===== src/rtl/uart_pkg.sv =====
// Shared UART definitions: data width, line levels and receiver FSM encodings.
package uart_pkg;

  localparam int unsigned DataW = 8;

  // Line levels of an 8N1/8E1 frame, shared with the transmitter.
  localparam logic StartBit  = 1'b0;
  localparam logic StopBit   = 1'b1;
  localparam logic IdleLevel = 1'b1;

  typedef enum logic [2:0] {
    StIdle,
    StStart,
    StData,
    StParity,
    StStop,
    StBreak
  } rx_state_e;

endpackage


===== src/rtl/uart_sync2.sv =====
// Two-flop synchronizer for asynchronous pad inputs, with a configurable reset level.
module uart_sync2 #(
  parameter logic ResetVal = 1'b1
) (
  input  logic clk,
  input  logic rst_n,
  input  logic d_i,
  output logic q_o
);

  logic [1:0] sync_q;

  // Shift the pad value through two flops to settle metastability.
  always_ff @(posedge clk or negedge rst_n) begin
    if (!rst_n) begin
      sync_q <= {2{ResetVal}};
    end else begin
      sync_q <= {sync_q[0], d_i};
    end
  end

  assign q_o = sync_q[1];

endmodule


===== src/rtl/uart_rx_8n1.sv =====
// UART receiver, 8N1 frames, running on the system clock with a bit-timing counter.
// Define UART_RX_PARITY_EN to receive 8E1 frames and report parity mismatches.
// CLKS_PER_BIT (CLK_FREQ / BAUD) must be at least 8.
module uart_rx_8n1
  import uart_pkg::*;
#(
  parameter int unsigned CLK_FREQ = 12_000_000,
  parameter int unsigned BAUD     = 9600
) (
  input  logic             clk,
  input  logic             rst_n,
  input  logic             rx_i,
  output logic [DataW-1:0] rx_data_o,
  output logic             rx_valid_o,
  input  logic             rx_ready_i,
  output logic             frame_err_o,
  output logic             overrun_o,
  output logic             parity_err_o
);

  localparam int unsigned CLKS_PER_BIT = CLK_FREQ / BAUD;
  localparam int unsigned CntW         = $clog2(CLKS_PER_BIT);
  localparam int unsigned IdxW         = $clog2(DataW);
  localparam logic [CntW-1:0] CntFull  = CntW'(CLKS_PER_BIT - 1);
  localparam logic [CntW-1:0] CntHalf  = CntW'(CLKS_PER_BIT / 2 - 1);
  localparam logic [IdxW-1:0] LastIdx  = IdxW'(DataW - 1);

`ifdef UART_RX_PARITY_EN
  localparam rx_state_e AfterData = StParity;
`else
  localparam rx_state_e AfterData = StStop;
`endif

  logic rx_s;

  uart_sync2 #(
    .ResetVal(IdleLevel)
  ) u_sync (
    .clk  (clk),
    .rst_n(rst_n),
    .d_i  (rx_i),
    .q_o  (rx_s)
  );

  rx_state_e        state_q;
  logic [CntW-1:0]  cnt_q;
  logic [IdxW-1:0]  bit_idx_q;
  logic [DataW-1:0] shift_q;
  logic             done_q;
  logic             frame_err_q;
  logic             expire;

  assign expire = (cnt_q == '0);

`ifdef UART_RX_PARITY_EN
  logic par_bad_q;
`endif

  // Frame FSM: every sample is taken mid-bit when the counter expires.
  always_ff @(posedge clk or negedge rst_n) begin
    if (!rst_n) begin
      state_q     <= StIdle;
      cnt_q       <= '0;
      bit_idx_q   <= '0;
      shift_q     <= '0;
      done_q      <= 1'b0;
      frame_err_q <= 1'b0;
`ifdef UART_RX_PARITY_EN
      par_bad_q   <= 1'b0;
`endif
    end else begin
      done_q      <= 1'b0;
      frame_err_q <= 1'b0;
      case (state_q)
        StIdle: begin
          if (rx_s == StartBit) begin
            cnt_q   <= CntHalf;
            state_q <= StStart;
          end
        end
        StStart: begin
          if (!expire) begin
            cnt_q <= cnt_q - 1'b1;
          end else if (rx_s == StartBit) begin
            cnt_q     <= CntFull;
            bit_idx_q <= '0;
            state_q   <= StData;
          end else begin
            state_q <= StIdle;  // too short to be a start bit
          end
        end
        StData: begin
          if (!expire) begin
            cnt_q <= cnt_q - 1'b1;
          end else begin
            shift_q   <= {rx_s, shift_q[DataW-1:1]};
            cnt_q     <= CntFull;
            bit_idx_q <= bit_idx_q + 1'b1;
            if (bit_idx_q == LastIdx) begin
              state_q <= AfterData;
            end
          end
        end
`ifdef UART_RX_PARITY_EN
        StParity: begin
          if (!expire) begin
            cnt_q <= cnt_q - 1'b1;
          end else begin
            // Even parity: data plus parity bit must hold an even number of ones.
            par_bad_q <= ^{shift_q, rx_s};
            cnt_q     <= CntFull;
            state_q   <= StStop;
          end
        end
`endif
        StStop: begin
          if (!expire) begin
            cnt_q <= cnt_q - 1'b1;
          end else if (rx_s == StopBit) begin
            // Leave mid stop bit so a back-to-back start edge is not missed.
            done_q  <= 1'b1;
            state_q <= StIdle;
          end else begin
            frame_err_q <= 1'b1;
            state_q     <= StBreak;
          end
        end
        StBreak: begin
          if (rx_s == IdleLevel) begin
            state_q <= StIdle;
          end
        end
        default: state_q <= StIdle;
      endcase
    end
  end

  logic [DataW-1:0] rx_data_q;
  logic             rx_valid_q;
  logic             overrun_q;
  logic             parity_err_q;

  // Output holding register and valid/ready handshake; a completion always wins.
  always_ff @(posedge clk or negedge rst_n) begin
    if (!rst_n) begin
      rx_data_q    <= '0;
      rx_valid_q   <= 1'b0;
      overrun_q    <= 1'b0;
      parity_err_q <= 1'b0;
    end else if (done_q) begin
      rx_data_q    <= shift_q;
      rx_valid_q   <= 1'b1;
      overrun_q    <= rx_valid_q & ~rx_ready_i;
`ifdef UART_RX_PARITY_EN
      parity_err_q <= par_bad_q;
`else
      parity_err_q <= 1'b0;
`endif
    end else begin
      overrun_q    <= 1'b0;
      parity_err_q <= 1'b0;
      if (rx_valid_q && rx_ready_i) begin
        rx_valid_q <= 1'b0;
      end
    end
  end

  assign rx_data_o    = rx_data_q;
  assign rx_valid_o   = rx_valid_q;
  assign overrun_o    = overrun_q;
  assign frame_err_o  = frame_err_q;
  assign parity_err_o = parity_err_q;

endmodule

===== config.mk =====
export PLATFORM = sky130hd
export DESIGN_NAME = uart_rx_8n1
export DESIGN_NICKNAME = d
export VERILOG_FILES = /design/src/rtl/uart_pkg.sv /design/src/rtl/uart_sync2.sv /design/src/rtl/uart_rx_8n1.sv
export SDC_FILE = /design/constraint.sdc
export NUM_CORES = 1
export LEC_CHECK = 0
export ABC_AREA = 1
export BUFFER_PORTS_ARGS = -buffer_cell sky130_fd_sc_hd__buf_4
export CORE_ASPECT_RATIO = 1.2
export CORE_UTILIZATION = 63
export CTS_CLUSTER_DIAMETER = 50
export DETAILED_ROUTE_END_ITERATION = 7
export PLACE_DENSITY = 0.82
export SYNTH_ARGS = -nofsm -noshare
export SYNTH_HDL_FRONTEND = slang
export SYNTH_HIERARCHICAL = 1
export SYNTH_SLANG_ARGS = --single-unit

===== constraint.sdc =====
create_clock -name clk -period 2.7 [get_ports clk]
set_input_delay 0.405 -clock clk [delete_from_list [all_inputs] [get_ports clk]]
set_output_delay 0.405 -clock clk [all_outputs]
set_load 0.01 [all_outputs]

==> results of run 1 <==
==> where the power goes <==
part	internal [mW]	leakage [nW]	switching, mW	total (mW)
Clock	0.289	0.0525	0.187	0.476
Sequential	0.587	0.527	0.00120	0.588
Combinational	0.00365	0.594	0.0139	0.0175
Total	0.879	1.17	0.202	1.08
==> worst reg2reg max path: stages, from the launching register on <==
cell	delay, ns
dfrtp_1	0.41
inv_1	0.09
ha_1	0.21
nand3_1	0.13
nor2_1	0.14
nand3_1	0.12
nand2_2	0.22
inv_2	0.13
nand2_1	0.10
nand2_1	0.05
==> cells in the mapped netlist (all sizes together) (2+ instances only) <==
cell type	n	area (um2)
a21oi	4	23.77
nor3	3	15.01
dfrtp	37	925.9
nand2	84	335.3
dfstp	2	52.55
nor2	20	90.09
nand3	18	107.6
nand4	2	12.51
buf	3	30.03
o21ai	27	165.2
xor2	2	17.52
inv	31	116.4
ha	3	37.54
==> flip-flops by register name, summed over array words and instances, names as in the netlist <==
signal,flops
bit_idx_q,3
cnt_q,11
done_q,1
frame_err_o,1
overrun_o,1
rx_data_o,8
rx_valid_o,1
shift_q,8
state_q,3
u_sync/sync_q,2
==> final timing paths <==
path,from,end,slack [ns]
hold reg to reg,u_sync/sync_q[0]$_DFF_PN1_,u_sync/sync_q[1]$_DFF_PN1_,0.37
max in group asynchronous,rst_n,u_sync/sync_q[0]$_DFF_PN1_,2.34
min in group clk,rx_i,u_sync/sync_q[0]$_DFF_PN1_,0.16
setup / recovery,cnt_q[0]$_DFFE_PN0P_,cnt_q[8]$_DFFE_PN0P_,1.01
hold / removal,rst_n,overrun_o$_DFF_PN0_,0.005
setup reg to reg,cnt_q[0]$_DFFE_PN0P_,cnt_q[8]$_DFFE_PN0P_,1.01
==> per-stage QoR <==
| step | hold WS [ns] | instances | setup slack, ns | instance area (um2) | util, % |
|---|---|---|---|---|---|
| after global placement | 0.3470 | 287 | 1.094 | 2090 | 72.29 |
| after global routing | 0.02249 | 295 | 0.8643 | 2191 | 75.80 |
| after floorplan | 0.1094 | 243 | 1.199 | 1976 | - |
| after detailed placement | 0.3472 | 287 | 1.033 | 2090 | 72.29 |
| final | 0.004888 | 295 | 1.007 | 2191 | 75.80 |
| after CTS | 0.01879 | 295 | 1.021 | 2191 | 75.80 |
==> metal layers <==
metal | global-route usage [%] | wire length, um
met1 | 31.14 | 1593
met2 | 37.82 | 1583
met5 | 0 | 0
met3 | 6.522 | 165
met4 | 10.86 | 78
==> cell families (layout without fill, tap and decap cells) <==
kind of cell | after synthesis | in the layout
fa+ha+maj | 3 | 3
xor+xnor | 3 | 3
simple gates | 128 | 128
compound gates | 33 | 33
buf+inv | 36 | 54
flops | 39 | 39
other cells | 1 | 1
==> layout make-up <==
class,instances,area [um2]
clock buffer,6,41.29
clock inverter,2,60.06
fill,204,699.4
inverter,32,125.1
multi-input combinational,168,838.3
sequential,39,978.4
tap,34,42.54
timing repair buffer,14,105.1
==> results.cfg, run 1 <==
[status]
status = finished clean

[power]
power_mw = 1.082
ir_drop_mv = 0.4813
p_leak_nw = 1.174
power_density_nw_per_um2 = 493.7

[timing]
slew_viol_final = 0
hold_viol = 0
fin_crit_sh_pct = 62.70
tns_ns = 0
period_needed_ns = 1.693
setup_viol = 0
fin_skew_ns = 0.008627
rsz0062_at_grt = no
fmax_mhz = 590.7

[route]
vias = 1541
drtPass1Iterations = 4
wl_per_cell_um = 11.59
viasPerCell = 5.224
drtIter0Drc = 52
antenna_left = 0
routed_wl_mm = 3.420
drc = 0

[floorplan]
num_rows = 21
dieHeight_um = 63.35
fp.dieArea_um2 = 3365
start_util_pct = 68.35
io_pins = 16
die_x_um = 53.12
core_um2 = 2890

[critical_path]
cp-end-kind = register
arrival_ns = 1.94
crit_type = reg2reg
cp_top_family = simple AND/OR/NAND/NOR gates
cp_num_buf_inv = 2
startpoint_type = register
path_cells = inv_1 > ha_1 > nand3_1 > nor2_1 > nand3_1 > nand2_2 > inv_2 > nand2_1 > nand2_1
slowest_delay_ns = 0.41
rr_worst_depth = 9
worstSetupPathDepth = 9
path_max_fanout = 12
crit_path_top_delay_cell = dfrtp_1
required_ns = 2.95

[layout]
syn2layout_area_growth_pct = 10.89
drive_gt1_share_pct = 19.92
layout_commonest_cell = nand2_1
layout.nets = 267
final_cell_mix = nand2_1, dfrtp_1, inv_1, nor2_1, nand3_1
antenna_cells = 0

[clock_network]
post-cts-setup-buffers = 0
cts_max_level = 2
hold_buffers = 0
cts_made_buffers = 5
cts_root_buffer = clkbuf_4
numClockSinks = 39
clk_latency_ns = 0.34
cts_max_path_buffers = 2
cts_resized = 0
clk_pin_slew_ns = 0.11
cts_tree = yes

[synthesis]
synth_edf_count = 0
synth-xor-area-share_pct = 1.330
yosysUniqueCellTypes = 31
synth_top_family_by_area = simple AND/OR/NAND/NOR gates
synth-simple-area-share_pct = 28.69
synth_compound_area_share_pct = 10.32
ys_async_sr_fraction_pct = 100.0
muxShareOfSynthArea_pct = 0
synth_fp_nets = 250
synth_fa_ha_area_share_pct = 1.900
syn_area_per_cell_um2 = 8.130
yosysWarnings = 6
synth_ff_type = dfrtp_1
syn_area_um2 = 1976
syn_inst = 243
seq_area_frac_synth_pct = 49.53
synth_seq_cells = 39

[placement]
hpwl_mm = 2.394
gp_congestion = 0.9316
port_buffers = 14

[global_routing]
grt_use_total_pct = 24.32
grt_antenna_before_repair = 0
grt_overflow = 0
grt_max_degree = 40
grt_pass1_wl_mm = 5.954
grt_pass1_vias = 1409

[flow_run]
maxCapViolCount = 0

[hold_path]
hold_path_class = in2async
Power figures use the tool's default switching activity.
==> inputs of run 2 (changes only) <==
Settings changed: ABC_AREA 1 to 0, CORE_UTILIZATION 63 to 59, PLACE_DENSITY 0.82 to 0.78.
Clock period 2.7 ns to 1.63 ns, I/O delays scaled along.
==> run 2 against run 1 <==
Net effect:
- the run now ends with negative setup slack left
- clock power is 2% higher
- critical path depth fell by 2
- power up 40%
- sequential power grew 65%
- routed wire length grew 38%
- clock-buffer cell count down 1
- via count is 8.2% higher
- die area up 7.1%
- setup slack worse by 1.1 ns
- sequential share of layout area down 7.6 points
- first-iteration DRC count up 65%
- critical path type unchanged
==> results.cfg, run 2 <==
[floorplan]
dieHeight_um = 65.55
fp.dieArea_um2 = 3603
io_pins = 16
num_rows = 22
start_util_pct = 63.28
core_um2 = 3138
die_x_um = 54.96

[flow_run]
maxCapViolCount = 0

[timing]
period_needed_ns = 1.747
fin_crit_sh_pct = 107.2
hold-worst-slack_ns = 0.1822
fin_skew_ns = 0.01093
slew_viol_final = 0
setup_viol = 20
rsz0062_at_grt = yes
tns_ns = -1.309
fmax_mhz = 572.3
setup_slack_ns = -0.1173
hold_viol = 0

[route]
antenna_left = 0
vias = 1667
drc = 0
wl_per_cell_um = 16.98
drtIter0Drc = 86
drtPass1Iterations = 4
viasPerCell = 5.996
routed_wl_mm = 4.721

[layout]
syn2layout_area_growth_pct = 33.02
layout.nets = 248
layout_commonest_cell = buf_4
drive_gt1_share_pct = 48.35
largest_reg_flops = 11
finish.instance_area_um2 = 2641
n_fill_cell = 173
top_register = cnt_q
final_cell_mix = buf_4, dfrtp_1, mux2_2
antenna_cells = 0

[synthesis]
synthTopCellsByCount = dfrtp_1, mux2_2, a21oi_1, inv_1
synth-xor-area-share_pct = 0.8822
synth-simple-area-share_pct = 15.56
ys_async_sr_fraction_pct = 100.0
synth_edf_count = 0
synth_compound_area_share_pct = 17.52
syn_area_um2 = 1986
syn_area_per_cell_um2 = 11.16
seq_area_frac_synth_pct = 49.28
yosysWarnings = 6
synth_top_family_by_area = compound AO/OA/AOI/OAI gates
muxShareOfSynthArea_pct = 9.641
yosysMostFrequentCell = dfrtp_1
synth_ff_type = dfrtp_1
syn_inst = 178
synth_fp_nets = 185
synth_fa_ha_area_share_pct = 1.890
synth_area_leaders = dfrtp_1, mux2_2, dfstp_2, a21oi_1, a31oi_1
synth_seq_cells = 39
synth_top_area_share_pct = 46.63
yosys.area.top_type = dfrtp_1
yosysUniqueCellTypes = 44

[critical_path]
startpoint_type = register
cp-end-kind = register
r2r_end = shift_q[6]$_DFFE_PN0P_
arrival_ns = 1.99
timing.rr.start = cnt_q[1]$_DFFE_PN0P_
required_ns = 1.87
rr_worst_depth = 7
path_max_fanout = 8
ff2ff_setup_slack_ns = -0.12
crit_type = reg2reg

[power]
seq_power_share_pct = 64.5
ir_drop_mv = 0.6699
power.internal_mw = 1.153
swShare_pct = 23.56
p_leak_nw = 1.300
p_clk_share_pct = 32.2
power_density_nw_per_um2 = 571.3
combPwrFrac_pct = 3.3
switching_power_mw = 0.3556

[clock_network]
cts_tree = yes
cts_max_path_buffers = 2
clk_pin_slew_ns = 0.12
clk_latency_ns = 0.35
cts_made_buffers = 5
cts_root_buffer = clkbuf_4
cts_max_level = 2
numClockSinks = 39

[global_routing]
grt_pass1_vias = 1615
grt_overflow = 0
grt_pass1_wl_mm = 7.389
grt_antenna_before_repair = 0
grt_use_total_pct = 29.38
grt_max_degree = 40

[placement]
place_area_um2 = 2375
port_buffers = 14
hpwl_mm = 3.159
gp_congestion = 0.9008

[status]
status = finished with violations
violations = negative setup slack

[hold_path]
hold_path_class = in2reg
hold_end = overrun_o$_DFF_PN0_
holdPathStages = 3
hold_path.startpoint = rx_ready_i
-- run 2: how the worst max path moves through the flow --
stage / start / to / slack (ns)
after floorplan: cnt_q[0]$_DFFE_PN0P_ / shift_q[0]$_DFFE_PN0P_ / -0.18
after global placement: cnt_q[1]$_DFFE_PN0P_ / cnt_q[10]$_DFFE_PN0P_ / -0.08
after detailed placement: cnt_q[1]$_DFFE_PN0P_ / cnt_q[10]$_DFFE_PN0P_ / -0.27
after CTS: cnt_q[1]$_DFFE_PN0P_ / shift_q[6]$_DFFE_PN0P_ / -0.1
after global routing: cnt_q[1]$_DFFE_PN0P_ / shift_q[6]$_DFFE_PN0P_ / -0.17
final: cnt_q[1]$_DFFE_PN0P_ / shift_q[6]$_DFFE_PN0P_ / -0.12
-- run 2: kinds of logic (layout without fill, tap and decap cells) --
family          after synthesis  in the layout
compound gates               48             48
xor+xnor                      2              2
fa+ha+maj                     3              3
buf+inv                      19             83
flops                        39             39
mux                          17             17
other cells                   1              1
simple gates                 49             49
-- run 2: final cells by class --
class | count | area, um2 | share of cell area [%]
clock inverters | 3 | 20.02 | 0.7579
inverters | 9 | 33.78 | 1.279
multi-input cells | 120 | 1007 | 38.13
repair buffers | 66 | 519.2 | 19.66
well taps | 36 | 45.04 | 1.705
flip-flops and latches | 39 | 978.4 | 37.04
clock buffers | 5 | 37.54 | 1.421
-- run 2: what timing repair did --
| action | CTS | global route |
|---|---|---|
| setup buffers | 10 | 3 |
| endpoints found under the setup margin | 23 | 25 |
| hold endpoints to repair | 38 | 0 |
| resized for setup | 21 | 4 |
| pin swaps | 7 | 6 |
| hold buffers | 2 | 0 |
-- run 2: worst max-delay path, stage by stage (launching register included) --
cell and delay [ns]:
dfrtp_1 0.42, inv_2 0.08, ha_4 0.13, nor3b_4 0.21, and3_4 0.22, buf_6 0.11, nand3_4 0.13, mux2_4 0.33
-- run 2: stage by stage --
| step | instances | power, mW | setup WS (ns) | util (%) |
|---|---|---|---|---|
| floorplan | 178 | 1.004 | -0.1839 | - |
| global placement | 256 | 1.031 | -0.08480 | 75.68 |
| detailed placement | 256 | 1.033 | -0.2736 | 75.68 |
| CTS | 276 | 1.522 | -0.09564 | 83.17 |
| global route | 278 | 1.561 | -0.1650 | 84.17 |
| finish | 278 | 1.509 | -0.1173 | 84.17 |
-- run 2: power by group through the flow --
stage          registers [mW]  clock network [mW]  logic, mW
6_report                0.973               0.487     0.0495
5_1_grt                 0.973               0.531     0.0565
2_1_floorplan           0.991                   0     0.0135
3_5_place_dp            0.991                   0     0.0415
3_3_place_gp            0.991                   0     0.0394
4_1_cts                 0.973               0.503     0.0458
-- run 2: layer usage --
| metal | global-route usage [%] | up-vias | share of wire, % |
|---|---|---|---|
| li1 | - | 788 | - |
| met1 | 36.61 | 803 | 44 |
| met3 | 7.407 | 12 | 5.4 |
| met4 | 15.00 | 0 | 2.6 |
| met5 | 0 | - | 0 |
| met2 | 45.78 | 64 | 48 |
==> inputs of run 3 (changes only) <==
Clock period 1.63 ns to 1.8 ns, I/O delays scaled along.
==> run 3 against run 2 <==
Net effect:
- register-to-register slack improved by 0.18 ns
- cell area fell by 8.3%
- non-clock buffer count fell by 24
- via count fell by 7.0%
- core utilization fell by 7.0 points
- worst hold slack improved by 0.0097 ns
- the flow now finishes without violations
- sequential power fell by 9.5%
- first-iteration DRC count fell by 40%
- largest power group unchanged
==> results.cfg, run 3 (synthesis results as in run 2) <==
[clock_network]
clk_latency_ns = 0.36
cts_tree = yes
cts_made_buffers = 5
cts_max_path_buffers = 2
cts_root_buffer = clkbuf_4
numClockSinks = 39
cts_max_level = 2
clk_pin_slew_ns = 0.11

[hold_path]
hold_path_class = in2reg

[floorplan]
dieHeight_um = 65.55
io_pins = 16
fp.dieArea_um2 = 3603
start_util_pct = 63.28
die_x_um = 54.96
num_rows = 22
core_um2 = 3138

[global_routing]
grt_antenna_before_repair = 0
grt_max_degree = 40
grt_overflow = 0
grt_use_total_pct = 26.86
grt_pass1_wl_mm = 6.893
grt_pass1_vias = 1538

[timing]
period_needed_ns = 1.735
fmax_mhz = 576.5
slew_viol_final = 0
setup_viol = 0
fin_crit_sh_pct = 96.38
tns_ns = 0
hold_viol = 0
fin_skew_ns = 0.01556

[status]
status = finished clean

[critical_path]
arrival_ns = 1.98
rr_worst_depth = 4
startpoint_type = register
timing.rr.start = state_q[1]$_DFFE_PN0P_
required_ns = 2.05
crit_path_top_delay_cell = or3b_2
path_cells = or3b_2 > and2_4 > o21ai_4 > mux2_2
path_max_fanout = 4
endpoint = cnt_q[0]$_DFFE_PN0P_
cp-end-kind = register
cp_num_buf_inv = 0
worstSetupPathDepth = 4
slowest_delay_ns = 0.49
critPathLaunch = state_q[1]$_DFFE_PN0P_
ff2ff_setup_slack_ns = 0.07
crit_type = reg2reg
r2r_end = cnt_q[0]$_DFFE_PN0P_
cp_top_family = simple AND/OR/NAND/NOR gates

[route]
drtIter0Drc = 52
antenna_left = 0
routed_wl_mm = 4.263
viasPerCell = 6.102
vias = 1550
drtPass1Iterations = 4
drc = 0
wl_per_cell_um = 16.78

[layout]
n_fill_cell = 209
final_cell_mix = buf_4, dfrtp_1, mux2_2, inv_1, a21oi_1
top_register = cnt_q
instances_no_fill = 254
finish.instance_area_um2 = 2422
drive_gt1_share_pct = 40.37
largest_reg_flops = 11
layout.nets = 224
syn2layout_area_growth_pct = 21.99
layout_commonest_cell = buf_4
antenna_cells = 0

[power]
ir_drop_mv = 0.4506
power_density_nw_per_um2 = 636.2
p_leak_nw = 1.176

[placement]
port_buffers = 14
hpwl_mm = 2.969
place_inst = 241
place_area_um2 = 2258
gp_congestion = 0.9831

[flow_run]
maxCapViolCount = 0
run 3: final cells by class:
cell class / instances / area, um2 / area share, %
sequential: 39 / 978.4 / 40.39
multi-input combinational: 120 / 954.7 / 39.41
timing repair buffer: 42 / 324.1 / 13.38
clock buffer: 6 / 51.30 / 2.118
tap: 36 / 45.04 / 1.860
clock inverter: 2 / 35.03 / 1.446
inverter: 9 / 33.78 / 1.395
run 3: routing by layer:
| layer | up-vias | GRT usage [%] | share of wire [%] |
|---|---|---|---|
| met1 | 754 | 31.00 | 40 |
| met3 | 11 | 6.250 | 3.9 |
| li1 | 740 | - | - |
| met2 | 45 | 46.08 | 53 |
| met5 | - | 0 | 0 |
| met4 | 0 | 10.63 | 2.6 |
run 3: tightest hold or removal path: stages:
cell and delay (ns):
buf_4 0.07, inv_1 0.03, and3_1 0.13
run 3: power by group:
part / total (mW) / switching (mW) / internal, mW
combinational: 0.0394 / 0.0265 / 0.0129
sequential: 0.881 / 0.00125 / 0.880
clock: 0.620 / 0.292 / 0.328
run 3: worst min path at each step:
stage | start | end | slack [ns] | cells after the start
floorplan | rst_n | bit_idx_q[0]$_DFFE_PN0P_ | -0.03 | 0
global placement | rst_n | rx_data_o[2]$_DFFE_PN0P_ | 0.25 | 1
detailed placement | rst_n | rx_data_o[3]$_DFFE_PN0P_ | 0.26 | 1
CTS | rx_i | u_sync/sync_q[0]$_DFF_PN1_ | 0.003 | 1
global route | rx_ready_i | overrun_o$_DFF_PN0_ | 0.19 | 3
finish | rx_ready_i | overrun_o$_DFF_PN0_ | 0.19 | 3
run 3: per-stage QoR:
stage	hold slack, ns	worst slack (ns)	utilization (%)	power [mW]
after CTS	0.003157	0.02517	75.56	1.555
after global placement	0.2531	0.01297	71.97	0.9333
after detailed placement	0.2641	-0.02418	71.97	0.9343
after global routing	0.1861	-0.02058	77.19	1.588
final	0.1919	0.06524	77.19	1.541
after floorplan	-0.02559	-0.01395	-	0.9093
run 3: timing repair:
action,4_1_cts,5_1_grt
pin swaps,1,1
gates resized for setup,2,8
hold buffers,1,1
endpoints found under the hold margin,37,1
endpoints found under the setup margin,11,13
setup buffers,2,1
